$ cat src/rtl/avg_filter_pkg.sv
// Shared types and helpers for the multi-channel boxcar averaging filter.
// Holds the controller state encoding and the width/slice arithmetic used by every channel.
package avg_filter_pkg;

  typedef enum logic [2:0] {
    ST_CLEAR,
    ST_IDLE,
    ST_FETCH,
    ST_ACCUM,
    ST_HOLD
  } state_t;

  // A sum of 2^log2_depth signed samples needs log2_depth extra bits to be exact.
  function automatic int acc_width(input int data_w, input int log2_depth);
    return data_w + log2_depth;
  endfunction

  function automatic int chan_lsb(input int chan, input int data_w);
    return chan * data_w;
  endfunction

endpackage

$ cat src/rtl/avg_delay_ram.sv
// Simple dual-port synchronous RAM used as one channel's circular delay line.
// Registered read port with a one-cycle latency; write and read ports are independent.
module avg_delay_ram #(
  parameter int DATA_W = 24,
  parameter int ADDR_W = 6
) (
  input  logic              CLOCK_50,
  input  logic              wr_en,
  input  logic [ADDR_W-1:0] wr_addr,
  input  logic [DATA_W-1:0] wr_data,
  input  logic              rd_en,
  input  logic [ADDR_W-1:0] rd_addr,
  output logic [DATA_W-1:0] rd_data
);

  logic [DATA_W-1:0] mem [1 << ADDR_W];

  // NOTE: the storage array has no reset; the controller zeroes it by walking every address
  // after reset, which keeps this mappable onto block RAM.
  always_ff @(posedge CLOCK_50) begin
    if (wr_en) mem[wr_addr] <= wr_data;
    if (rd_en) rd_data <= mem[rd_addr];
  end

endmodule

$ cat src/rtl/boxcar_avg_filter.sv
// Multi-channel moving-average filter with valid/ready streaming, bypass and flush.
// Each accepted sample set walks IDLE -> FETCH -> ACCUM -> HOLD; CLEAR zeroes the window.
module boxcar_avg_filter
  import avg_filter_pkg::*;
#(
  parameter int DATA_W     = 24,
  parameter int LOG2_DEPTH = 6,
  parameter int CHANNELS   = 2
) (
  input  logic                         CLOCK_50,
  input  logic                         reset,
  input  logic                         in_valid,
  output logic                         in_ready,
  input  logic [CHANNELS*DATA_W-1:0]   in_data,
  output logic                         out_valid,
  input  logic                         out_ready,
  output logic [CHANNELS*DATA_W-1:0]   out_data,
  input  logic                         bypass,
  input  logic                         flush,
  output logic                         primed
);

  localparam int N     = 1 << LOG2_DEPTH;
  localparam int ACC_W = acc_width(DATA_W, LOG2_DEPTH);
  localparam int CNT_W = LOG2_DEPTH + 1;

  state_t                       state, state_next;
  logic [LOG2_DEPTH-1:0]        wr_ptr;
  logic [LOG2_DEPTH-1:0]        clr_cnt;
  logic [CNT_W-1:0]             fill_cnt;
  logic [CHANNELS*DATA_W-1:0]   x_hold;
  logic                         bypass_hold;
  logic                         accept;
  logic                         clear_done;
  logic                         ram_we;
  logic [LOG2_DEPTH-1:0]        ram_waddr;

  // Flush wins over a same-cycle input handshake, so it masks in_ready directly.
  assign in_ready   = (state == ST_IDLE) && !flush;
  assign accept     = in_ready && in_valid;
  assign out_valid  = (state == ST_HOLD);
  assign clear_done = (state == ST_CLEAR) && (clr_cnt == LOG2_DEPTH'(N - 1));
  assign primed     = (fill_cnt == CNT_W'(N));

  assign ram_we    = (state == ST_CLEAR) || (state == ST_FETCH);
  assign ram_waddr = (state == ST_CLEAR) ? clr_cnt : wr_ptr;

  // NOTE: every sequential block uses non-blocking assignments so all registers update
  // from the same pre-edge values regardless of block evaluation order.
  always_ff @(posedge CLOCK_50) begin
    if (reset) state <= ST_CLEAR;
    else       state <= state_next;
  end

  // NOTE: state_next gets its default before the case so no path leaves it unassigned,
  // which would otherwise infer a latch.
  always_comb begin
    state_next = state;
    unique case (state)
      ST_CLEAR: if (clear_done) state_next = ST_IDLE;
      ST_IDLE:  if (in_valid)   state_next = ST_FETCH;
      ST_FETCH:                 state_next = ST_ACCUM;
      ST_ACCUM:                 state_next = ST_HOLD;
      ST_HOLD:  if (out_ready)  state_next = ST_IDLE;
      default:                  state_next = ST_CLEAR;
    endcase
    if (flush) state_next = ST_CLEAR;
  end

  always_ff @(posedge CLOCK_50) begin
    if (reset || flush)          clr_cnt <= '0;
    else if (state == ST_CLEAR)  clr_cnt <= clr_cnt + LOG2_DEPTH'(1);
  end

  // wr_ptr wraps naturally at N because its width is exactly LOG2_DEPTH.
  always_ff @(posedge CLOCK_50) begin
    if (reset || state == ST_CLEAR) wr_ptr <= '0;
    else if (state == ST_FETCH)     wr_ptr <= wr_ptr + LOG2_DEPTH'(1);
  end

  always_ff @(posedge CLOCK_50) begin
    if (reset || flush || state == ST_CLEAR)  fill_cnt <= '0;
    else if (accept && !primed)               fill_cnt <= fill_cnt + CNT_W'(1);
  end

  always_ff @(posedge CLOCK_50) begin
    if (reset) begin
      x_hold      <= '0;
      bypass_hold <= 1'b0;
    end else if (accept) begin
      x_hold      <= in_data;
      bypass_hold <= bypass;
    end
  end

  for (genvar k = 0; k < CHANNELS; k++) begin : g_chan
    localparam int LSB = chan_lsb(k, DATA_W);

    logic        [DATA_W-1:0] ram_q;
    logic        [DATA_W-1:0] ram_wdata;
    logic signed [DATA_W-1:0] x_s;
    logic signed [DATA_W-1:0] q_s;
    logic signed [ACC_W-1:0]  acc;
    logic        [DATA_W-1:0] out_reg;

    assign x_s       = x_hold[LSB +: DATA_W];
    assign q_s       = ram_q;
    assign ram_wdata = (state == ST_CLEAR) ? '0 : x_hold[LSB +: DATA_W];

    avg_delay_ram #(
      .DATA_W (DATA_W),
      .ADDR_W (LOG2_DEPTH)
    ) u_ram (
      .CLOCK_50 (CLOCK_50),
      .wr_en    (ram_we),
      .wr_addr  (ram_waddr),
      .wr_data  (ram_wdata),
      .rd_en    (accept),
      .rd_addr  (wr_ptr),
      .rd_data  (ram_q)
    );

    // ram_q holds the sample leaving the window, so the sum stays exact without re-adding.
    always_ff @(posedge CLOCK_50) begin
      if (reset || state == ST_CLEAR) acc <= '0;
      else if (state == ST_FETCH)     acc <= acc + ACC_W'(x_s) - ACC_W'(q_s);
    end

    always_ff @(posedge CLOCK_50) begin
      if (reset)                               out_reg <= '0;
      else if (state == ST_ACCUM && !flush)    out_reg <= bypass_hold ? x_hold[LSB +: DATA_W]
                                                                      : DATA_W'(acc >>> LOG2_DEPTH);
    end

    assign out_data[LSB +: DATA_W] = out_reg;
  end

endmodule

$ cat config.mk
export PLATFORM = sky130hd
export DESIGN_NAME = boxcar_avg_filter
export DESIGN_NICKNAME = d
export VERILOG_FILES = /design/src/rtl/avg_filter_pkg.sv /design/src/rtl/avg_delay_ram.sv /design/src/rtl/boxcar_avg_filter.sv
export SDC_FILE = /design/constraint.sdc
export NUM_CORES = 2
export LEC_CHECK = 0
export BUFFER_PORTS_ARGS = -buffer_cell sky130_fd_sc_hd__buf_2
export CAP_MARGIN = 0
export CORE_UTILIZATION = 49
export DETAILED_ROUTE_END_ITERATION = 8
export PLACE_DENSITY = 0.63
export SLEW_MARGIN = 20
export SYNTH_ARGS = -nofsm -noshare
export SYNTH_HDL_FRONTEND = slang
export SYNTH_SLANG_ARGS = --single-unit
$ cat constraint.sdc
create_clock -name CLOCK_50 -period 4.3 [get_ports CLOCK_50]
set_input_delay 0.86 -clock CLOCK_50 [delete_from_list [all_inputs] [get_ports CLOCK_50]]
set_output_delay 0.86 -clock CLOCK_50 [all_outputs]
set_load 0.05 [all_outputs]
==> metrics.cfg <==
[setup_path]
arrival_ns=4.72
cp_slowest_cell=edfxtp_1
cp-start-kind=register
critPathBufInv=1
crit_type=register to register
path_cells=fa_1 > inv_1 > ha_1 > a21oi_1 > nand2_1 > nor4b_1 > a211oi_1 > a221oi_2 > o21ai_1 > xnor2_1 > o22ai_1 > a22o_1
required_ns=5.05
critPathMaxStageDelay_ns=0.65
crit_path_end_kind=register
critPathMaxFanout=6
path_delay_family=compound AO/OA/AOI/OAI gates

[cts]
cts_max_level=5
clock-sinks=3299
ctsLongestPathBuffers=4
cts_tree=yes
cts_root_buf=clkbuf_16
clk_pin_slew_ns=0.06
numCtsBuffers=339
cts_resized=0
clock_latency_ns=0.91
post-cts-setup-buffers=0
cts_hold_buf=0

[place]
gp_congestion=0.841
dp.cells=9866
hpwl_mm=194
portBuffers=104

[final_layout]
post-route-util_pct=56.4
top_register=g_chan.u_ram.mem
mostFrequentLayoutCell=edfxtp_1
finalNonFillerCells=10500
top_regs=g_chan.u_ram.mem (3072), g_chan.acc (60)
final_cell_mix=edfxtp_1 (3120), mux4_2 (927), clkbuf_16 (345)
layout-drive-gt1-share_pct=28.0
syn_to_final_growth_pct=14.6
largest_reg_flops=3072
nNetsFinal=6865

[grt]
grt_max_degree=104
grt_pass1_vias=65400
gr-max-usage-layer=met2
grt_pass1_wl_mm=510
grt_use_met1_pct=39.4
grt_overflow_total=0
grt_util_all_layers_pct=27.2
grt.met2_usage_pct=42.5
antenna_found_initial=14
met3_usage_pct=6.06

[timing]
slew_violations=0
max_slew_margin_pct=29.4
post-route-period-util_pct=92.4
tightest_slew_ns=1.06
min_period_ns=3.97
fmax_mhz=252
hold_viol=0
fin_worst_skew_ns=0.0712
rsz0062_at_grt=false
finalSetupViolCount=0

[route]
vias_per_cell=6.37
vias=66800
ant_nets=0
dr.pass1.iters=8
wl_per_cell_um=34.8
drt_iter0_drc=9943
wirelength_mm=365
drc_errors=100

[power_and_ir_drop]
peakVddDrop_mv=0.321
p_leak_nw=39.9
power.density_nw_per_um2=426

[logic_synthesis]
synth_edf_count=3120
synthAdderAreaFrac_pct=1.52
synth_xor_area_share_pct=0.416
synth-seq-cells=3299
synth_mux_area_share_pct=17.1
synth-compound-area-share_pct=2.45
synth_top_family_by_area=multiplexers
syn-num-nets=6444
synth_cells=6266
yosys.area_share.simple_pct=2.13
async_flop_share_pct=0
seq_area_frac_synth_pct=74.5
synth.distinct_cells=69
syn-cell-area_um2=131000
ys.flop_type=edfxtp_1
synth_warnings=0
avgSynthCellArea_um2=20.8

[flow_run]
maxCapViolations=0

[floorplanning]
die_height_um=518
core_um2=265000
die_x_um=518
rows=189
io_pins=105
start_util_pct=49.2
dieArea_um2=268000

[worst_hold_path]
hold_path.class=primary input to register

[status]
outcome=finished with violations
violations=design-rule violations

[cells by family after synthesis]
kind of cell	Yosys count
flip-flops	3299
multiplexers	1075
AND/OR/NAND/NOR	629
buffers and inverters	567
AO/OA/AOI/OAI	510
adder cells (fa/ha/maj)	124
XOR/XNOR	62
[per-stage QoR]
| stage | setup WS [ns] | cell area (um^2) | power, mW | hold WS [ns] | setup TNS (ns) |
|---|---|---|---|---|---|
| finish | 0.328 | 150000 | 63.7 | 0.214 | 0 |
| global route | 0.249 | 150000 | 65.2 | 0.198 | 0 |
| CTS | 0.428 | 149000 | 64.0 | 0.145 | 0 |
| detailed placement | 0.521 | 139000 | 35.7 | 0.451 | 0 |
| global placement | 0.535 | 138000 | 35.7 | 0.442 | 0 |
| floorplan | -0.106 | 131000 | 35.5 | 0.432 | -158.47 |
[synthesized netlist by cell type (all sizes together) (3+ instances only)]
cell type     n  area share, %
mux4        927             16
and3          4          0.019
o21ai        56           0.21
nand2b        9          0.043
nor2        219           0.63
fa           58           0.89
clkbuf      169           0.49
o21a         12          0.069
a21o         36           0.21
nor3b         4          0.023
o31ai         8          0.046
a211o         4          0.027
inv         232           0.67
nor2b        84           0.40
or3           5          0.024
ha           66           0.63
edfxtp     3120             72
buf         165           0.66
a31o          3          0.020
a211oi      140           0.81
nand3        27           0.10
nand3b        3          0.017
xnor2        27           0.18
xor2         35           0.23
a31oi         7          0.034
nand4        11          0.053
or2           3          0.014
a21oi       214           0.82
and2          7          0.034
mux2i       146            1.1
nand2       225           0.65
nor3         23          0.088
dfxtp       179            2.7
o21bai        3          0.017
[metal layers]
layer / part of all wire (%) / wire length [um] / up-vias
met2: 47 / 171000 / 3676
met3: 11 / 39500 / 544
met4: 2.5 / 9200 / 6
li1: - / - / 26500
met5: 0.0085 / 31 / -
met1: 40 / 145000 / 36100
[worst paths after layout]
kind                                     from                 to  slack, ns  depth (start not counted)
hold / removal                    in_data[40]         x_hold[40]       0.21                          3
hold reg to reg              g_chan[1].acc[4]   g_chan[1].acc[4]       0.46                          2
setup reg to reg  g_chan[1].u_ram.rd_data[10]  g_chan[1].acc[29]       0.33                         12
setup / recovery  g_chan[1].u_ram.rd_data[10]  g_chan[1].acc[29]       0.33                         12
[power by group]
group / switching [mW] / internal [mW] / leakage (nW)
combinational: 0.199 / 0.128 / 9.96
sequential: 0.0175 / 34.7 / 24.7
clock: 12.3 / 16.4 / 5.24
[final cells by class]
cell class | instances | area (um^2)
clock inverters | 193 | 1690
flip-flops and latches | 3299 | 97300
inverters | 233 | 880
multi-input cells | 2400 | 31700
well taps | 3533 | 4420
diodes | 5 | 12.5
clock buffers | 418 | 8980
fillers | 19400 | 116000
repair buffers | 414 | 4520
[worst register-to-register path: cells and delay by family, from the launching register on]
| kind | cells | cell delay, ns |
|---|---|---|
| buffers and inverters | 1 | 0.05 |
| AO/OA/AOI/OAI | 6 | 1.33 |
| adder cells (fa/ha/maj) | 2 | 0.99 |
| flip-flops | 1 | 0.65 |
| XOR/XNOR | 1 | 0.22 |
| AND/OR/NAND/NOR | 2 | 0.56 |
No activity file was read; power rests on OpenSTA's default activity.
